--- src/rtl/alarm_ring_ctrl_pkg.sv ---
// Shared definitions for the alarm ring controller: state encoding and
// default timing constants.
package alarm_ring_ctrl_pkg;

  typedef enum logic [1:0] {
    ST_IDLE    = 2'd0,
    ST_RINGING = 2'd1,
    ST_SNOOZE  = 2'd2
  } state_e;

  localparam int RING_SEC_DEF   = 60;
  localparam int SNOOZE_SEC_DEF = 300;
  localparam int MAX_SNOOZE_DEF = 3;

  function automatic int max_int(input int a, input int b);
    return (a > b) ? a : b;
  endfunction

endpackage

--- src/rtl/alarm_ring_ctrl_time_match_cmp.sv ---
// Combinational equality of the current time against the stored alarm time,
// digit by digit in BCD.
module time_match_cmp (
  input  logic [3:0] cur_ms_hr,
  input  logic [3:0] cur_ls_hr,
  input  logic [3:0] cur_ms_min,
  input  logic [3:0] cur_ls_min,
  input  logic [3:0] alarm_ms_hr,
  input  logic [3:0] alarm_ls_hr,
  input  logic [3:0] alarm_ms_min,
  input  logic [3:0] alarm_ls_min,
  output logic       match
);

  assign match = (cur_ms_hr  == alarm_ms_hr)  &&
                 (cur_ls_hr  == alarm_ls_hr)  &&
                 (cur_ms_min == alarm_ms_min) &&
                 (cur_ls_min == alarm_ls_min);

endmodule

--- src/rtl/alarm_ring_ctrl.sv ---
// Alarm ring sequencer: fires once on the rising edge of a time match, rings
// for RING_SEC seconds, and supports up to MAX_SNOOZE snoozes per event.
module alarm_ring_ctrl
  import alarm_ring_ctrl_pkg::*;
#(
  parameter int RING_SEC   = RING_SEC_DEF,
  parameter int SNOOZE_SEC = SNOOZE_SEC_DEF,
  parameter int MAX_SNOOZE = MAX_SNOOZE_DEF
) (
  input  logic       clk,
  input  logic       reset,
  input  logic       alarm_en,
  input  logic       sec_tick,
  input  logic [3:0] cur_ms_hr,
  input  logic [3:0] cur_ls_hr,
  input  logic [3:0] cur_ms_min,
  input  logic [3:0] cur_ls_min,
  input  logic [3:0] alarm_time_ms_hr,
  input  logic [3:0] alarm_time_ls_hr,
  input  logic [3:0] alarm_time_ms_min,
  input  logic [3:0] alarm_time_ls_min,
  input  logic       stop_alarm,
  input  logic       snooze,
  output logic       sound_alarm,
  output logic       snoozing,
  output logic [1:0] snooze_left
);

  localparam int CNT_W = $clog2(max_int(RING_SEC, SNOOZE_SEC) + 1);
  localparam logic [CNT_W-1:0] RING_LD   = CNT_W'(RING_SEC);
  localparam logic [CNT_W-1:0] SNOOZE_LD = CNT_W'(SNOOZE_SEC);
  localparam logic [CNT_W-1:0] CNT_ONE   = CNT_W'(1);
  localparam logic [1:0]       SNZ_LD    = 2'(MAX_SNOOZE);

  state_e           state_q, state_d;
  logic [CNT_W-1:0] sec_cnt_q, sec_cnt_d;
  logic [1:0]       snooze_left_q, snooze_left_d;
  logic             match, match_q;
  logic             sound_alarm_q, snoozing_q;
  logic             trigger;

  time_match_cmp u_cmp (
    .cur_ms_hr    (cur_ms_hr),
    .cur_ls_hr    (cur_ls_hr),
    .cur_ms_min   (cur_ms_min),
    .cur_ls_min   (cur_ls_min),
    .alarm_ms_hr  (alarm_time_ms_hr),
    .alarm_ls_hr  (alarm_time_ls_hr),
    .alarm_ms_min (alarm_time_ms_min),
    .alarm_ls_min (alarm_time_ls_min),
    .match        (match)
  );

  assign trigger = alarm_en & match & ~match_q;

  always_comb begin
    state_d       = state_q;
    sec_cnt_d     = sec_cnt_q;
    snooze_left_d = snooze_left_q;
    if (!alarm_en) begin
      state_d       = ST_IDLE;
      sec_cnt_d     = '0;
      snooze_left_d = '0;
    end else begin
      case (state_q)
        ST_IDLE: begin
          if (trigger) begin
            state_d       = ST_RINGING;
            sec_cnt_d     = RING_LD;
            snooze_left_d = SNZ_LD;
          end
        end
        ST_RINGING: begin
          if (stop_alarm) begin
            state_d       = ST_IDLE;
            sec_cnt_d     = '0;
            snooze_left_d = '0;
          end else if (snooze && (snooze_left_q != 2'd0)) begin
            state_d       = ST_SNOOZE;
            sec_cnt_d     = SNOOZE_LD;
            snooze_left_d = snooze_left_q - 2'd1;
          end else if (sec_tick) begin
            if (sec_cnt_q <= CNT_ONE) begin
              state_d       = ST_IDLE;
              sec_cnt_d     = '0;
              snooze_left_d = '0;
            end else begin
              sec_cnt_d = sec_cnt_q - CNT_ONE;
            end
          end
        end
        ST_SNOOZE: begin
          if (stop_alarm) begin
            state_d       = ST_IDLE;
            sec_cnt_d     = '0;
            snooze_left_d = '0;
          end else if (sec_tick) begin
            if (sec_cnt_q <= CNT_ONE) begin
              state_d   = ST_RINGING;
              sec_cnt_d = RING_LD;
            end else begin
              sec_cnt_d = sec_cnt_q - CNT_ONE;
            end
          end
        end
        default: begin
          state_d       = ST_IDLE;
          sec_cnt_d     = '0;
          snooze_left_d = '0;
        end
      endcase
    end
  end

  // match_q resets high so a time already matching at reset release cannot fire.
  always_ff @(posedge clk or negedge reset) begin
    if (!reset) begin
      state_q       <= ST_IDLE;
      sec_cnt_q     <= '0;
      snooze_left_q <= '0;
      match_q       <= 1'b1;
      sound_alarm_q <= 1'b0;
      snoozing_q    <= 1'b0;
    end else begin
      state_q       <= state_d;
      sec_cnt_q     <= sec_cnt_d;
      snooze_left_q <= snooze_left_d;
      match_q       <= match;
      sound_alarm_q <= (state_d == ST_RINGING);
      snoozing_q    <= (state_d == ST_SNOOZE);
    end
  end

  assign sound_alarm = sound_alarm_q;
  assign snoozing    = snoozing_q;
  assign snooze_left = snooze_left_q;

endmodule

--- config.mk ---
export PLATFORM = sky130hd
export DESIGN_NAME = alarm_ring_ctrl
export DESIGN_NICKNAME = d
export VERILOG_FILES = /design/src/rtl/alarm_ring_ctrl_pkg.sv /design/src/rtl/alarm_ring_ctrl_time_match_cmp.sv /design/src/rtl/alarm_ring_ctrl.sv
export SDC_FILE = /design/constraint.sdc
export NUM_CORES = 1
export LEC_CHECK = 0
export ABC_AREA = 1
export CAP_MARGIN = 20
export CORE_MARGIN = 1.5
export CORE_UTILIZATION = 30
export CTS_BUF_LIST = sky130_fd_sc_hd__clkbuf_16
export DETAILED_ROUTE_END_ITERATION = 8
export GPL_TIMING_DRIVEN = 1
export PLACE_DENSITY_LB_ADDON = 0.15
export REMOVE_ABC_BUFFERS = 1
export SLEW_MARGIN = 20
export SYNTH_ARGS = -nofsm -noshare
export SYNTH_HDL_FRONTEND = slang
export SYNTH_SLANG_ARGS = --single-unit
export TNS_END_PERCENT = 1
--- constraint.sdc ---
create_clock -name clk -period 1.66 [get_ports clk]
set_input_delay 0.249 -clock clk [delete_from_list [all_inputs] [get_ports clk]]
set_output_delay 0.249 -clock clk [all_outputs]
set_load 0.005 [all_outputs]
==> results.sh <==
export IMPL_post_place_ws_ns=-0.189
export IMPL_final_cells=393
export IMPL_dieArea_mm2=0.00552
export IMPL_reg2reg_depth=7
export IMPL_viasPerCell=4.34
export IMPL_max_cap_violations=0
export IMPL_htree_levels=1
export IMPL_start_util=0.317
export IMPL_crit_required_ns=1.80
export IMPL_hpwlAfterDp_mm=2.95
export IMPL_grt_pass1_vias=1507
export IMPL_drt_iter0_markers=132
export IMPL_synthTopCellsByCount="nand2_1, inv_1, nor2_1, nand3_1, dfrtp_1"
export IMPL_reg2reg_slack_ns=0.1
export IMPL_syn2layout_area_growth_pct=57.8
export IMPL_status="complete, no violations"
export IMPL_synth_cells=258
export IMPL_reg2reg_to="sec_cnt_q[4]"
export IMPL_num_rows=25
export IMPL_antenna_found_initial=0
export IMPL_p_comb_frac=0.352
export IMPL_swShare=0.307
export IMPL_drive_above_1_share=0.199
export IMPL_drc=0
export IMPL_path_class="register to register"
export IMPL_drt_first_pass_iters=4
export IMPL_clock_fmax_ghz=0.641
export IMPL_synth_edf_count=0
export IMPL_seqCellArea_um2=404
export IMPL_relSlewSlack=0.727
export IMPL_rsz0062_at_grt="yes"
export IMPL_cp_arrival_ns=1.70
export IMPL_cp_start_kind="register"
export IMPL_core_area_mm2=0.00482
export IMPL_yosys_top_cells_area="dfrtp_1, nand2_1, inv_1, nor2_1, nand3_1"
export IMPL_finalCritPeriodShare=0.940
export IMPL_synthesis_area_mm2=0.00153
export IMPL_hp_class="input port to asynchronous set/reset pin"
export IMPL_end_kind="register"
export IMPL_p_leak_nw=1.39
export IMPL_synth_top_area_share=0.246
export IMPL_fillers=504
export IMPL_antenna_diode_count=0
export IMPL_cts_buffer_depth=2
export IMPL_place_area_mm2=0.00215
export IMPL_setup_ws_ns=0.0990
export IMPL_insertion_delay_ns=0.25
export IMPL_die_w_um=74.3
export IMPL_grtUsageTotal=0.149
export IMPL_power_share_clock=0.336
export IMPL_critPathMaxFanout=8
export IMPL_synth_avg_cell_area_um2=5.92
export IMPL_finClkSkew_ns=0.00211
export IMPL_ys_warn_count=0
export IMPL_grt_max_degree=11
export IMPL_switching_power_uw=435
export IMPL_irDropWorstVdd_uv=493
export IMPL_path_clk_slew_ns=0.05
export IMPL_port_buffers=41
export IMPL_wl_per_cell_um=10.1
export IMPL_clock_sinks=16
export IMPL_grt_overflow=0
export IMPL_totalWireLength_mm=3.96
export IMPL_grt_first_pass_wirelength_mm=6.38
export IMPL_dp_cells=384
export IMPL_cts_buffers=3
export IMPL_yosysMostFrequentCell="nand2_1"
export IMPL_routabilityCongestion=0.830
export IMPL_period_needed_ns=1.56
export IMPL_powerDensity_mw_per_mm2=588
export IMPL_synth_largest_area_cell="dfrtp_1"
export IMPL_yosysSeqAreaShare=0.263
export IMPL_async_flop_share=1.00
export IMPL_die_y_um=74.3
export IMPL_cts_root_buf="clkbuf_16"
export IMPL_r2r_start="state_q[0]"
export IMPL_io_pins=42
export IMPL_report_final_slew_viol_count=0
export IMPL_synth_seq_cells=16
export IMPL_antenna_left=0
export IMPL_layout_nets=368
export IMPL_multi_input_area_mm2=0.00103
export IMPL_setup_violations=0
export IMPL_synth_cell_types=24
export IMPL_p_int_uw=981
export IMPL_num_vias=1705
export IMPL_hold_violations=0
export IMPL_yosys_most_used_dff="dfrtp_1"
export IMPL_tightest_slew_ns=0.408
export IMPL_p_seq_frac=0.311
export IMPL_cts_tree="built"
export IMPL_finish_instance_area_mm2=0.00241
routing by layer:
layer | wire length (um) | part of all wire | global-route usage
met5 | 0 | 0 | 0
met4 | 78 | 0.020 | 0.0485
met3 | 232 | 0.059 | 0.0325
met2 | 1780 | 0.45 | 0.233
met1 | 1870 | 0.47 | 0.204
kinds of logic (layout without fill, tap and decap cells):
group / count (synthesis) / count (layout) / synth area share
AND/OR/NAND/NOR: 171 / 173 / 0.505
buffers and inverters: 50 / 116 / 0.129
flip-flops: 16 / 16 / 0.263
AO/OA/AOI/OAI: 13 / 13 / 0.0500
XOR/XNOR: 5 / 5 / 0.0287
adder cells (fa/ha/maj): 3 / 3 / 0.0246
layout by cell type (no fill, tap or decap), drive strengths merged:
| master | instances |
|---|---|
| nor3 | 2 |
| clkdlybuf4s50 | 25 |
| inv | 48 |
| ha | 3 |
| a21oi | 9 |
| nand4 | 2 |
| nand3 | 24 |
| nor4 | 1 |
| dfrtp | 15 |
| xor2 | 5 |
| buf | 23 |
| nor2 | 46 |
| clkinv | 1 |
| o41ai | 2 |
| dlymetal6s2s | 16 |
| o21ai | 2 |
| dfstp | 1 |
| clkbuf | 3 |
| nand2 | 98 |
worst max path at each step:
stage                         from           end  slack [ns]  cells after the start
4_1_cts        alarm_time_ls_hr[0]  sec_cnt_q[6]        0.06                     12
5_1_grt             snooze_left[0]  sec_cnt_q[8]       -0.03                     11
3_5_place_dp   alarm_time_ls_hr[0]  sec_cnt_q[6]       -0.19                     12
3_3_place_gp   alarm_time_ls_hr[0]  sec_cnt_q[7]       -0.16                     12
2_1_floorplan       snooze_left[0]  sec_cnt_q[3]        0.19                     12
6_report                state_q[0]  sec_cnt_q[4]         0.1                      7
repair_timing:
item / in CTS / in global routing
gates resized for setup: 0 / 39
setup endpoints to repair: 0 / 11
hold buffers: 0 / 0
setup buffers: 0 / 3
power by group through the flow:
stage               registers, mW  clock network [mW]  logic [mW]
floorplan                   0.449                   0       0.243
global placement            0.447                   0       0.470
detailed placement          0.447                   0       0.469
CTS                         0.441               0.485       0.471
global route                0.445               0.499       0.566
finish                      0.441               0.476       0.499
critical path, stage by stage (launching register included):
cell and delay, ns:
dfrtp_1 0.43, nor2_1 0.15, inv_1 0.08, nor2_1 0.33
nand2_8 0.16, buf_4 0.17, nand3_1 0.07, nand2_1 0.06
sequential cells by signal, summed over array words and instances (netlist names):
name         cells
snoozing         1
state_q          2
sound_alarm      1
snooze_left      2
sec_cnt_q        9
match_q          1
cell type report:
class | count | area share
multi-input cells | 194 | 0.426
repair buffers | 64 | 0.263
flip-flops and latches | 16 | 0.168
inverters | 48 | 0.0748
well taps | 67 | 0.0348
clock buffers | 3 | 0.0312
clock inverters | 1 | 0.00156
per-stage QoR:
step                power (mW)  hold WS, ns  TNS [ns]  utilization
detailed placement       0.916        0.497     -1.98        0.447
CTS                       1.40        0.308         0        0.464
floorplan                0.692      -0.0466         0            -
finish                    1.42        0.292         0        0.500
global placement         0.917        0.497     -1.71        0.447
global route              1.51        0.318    -0.152        0.500
Note: power is estimated with default switching activity, not from simulation.
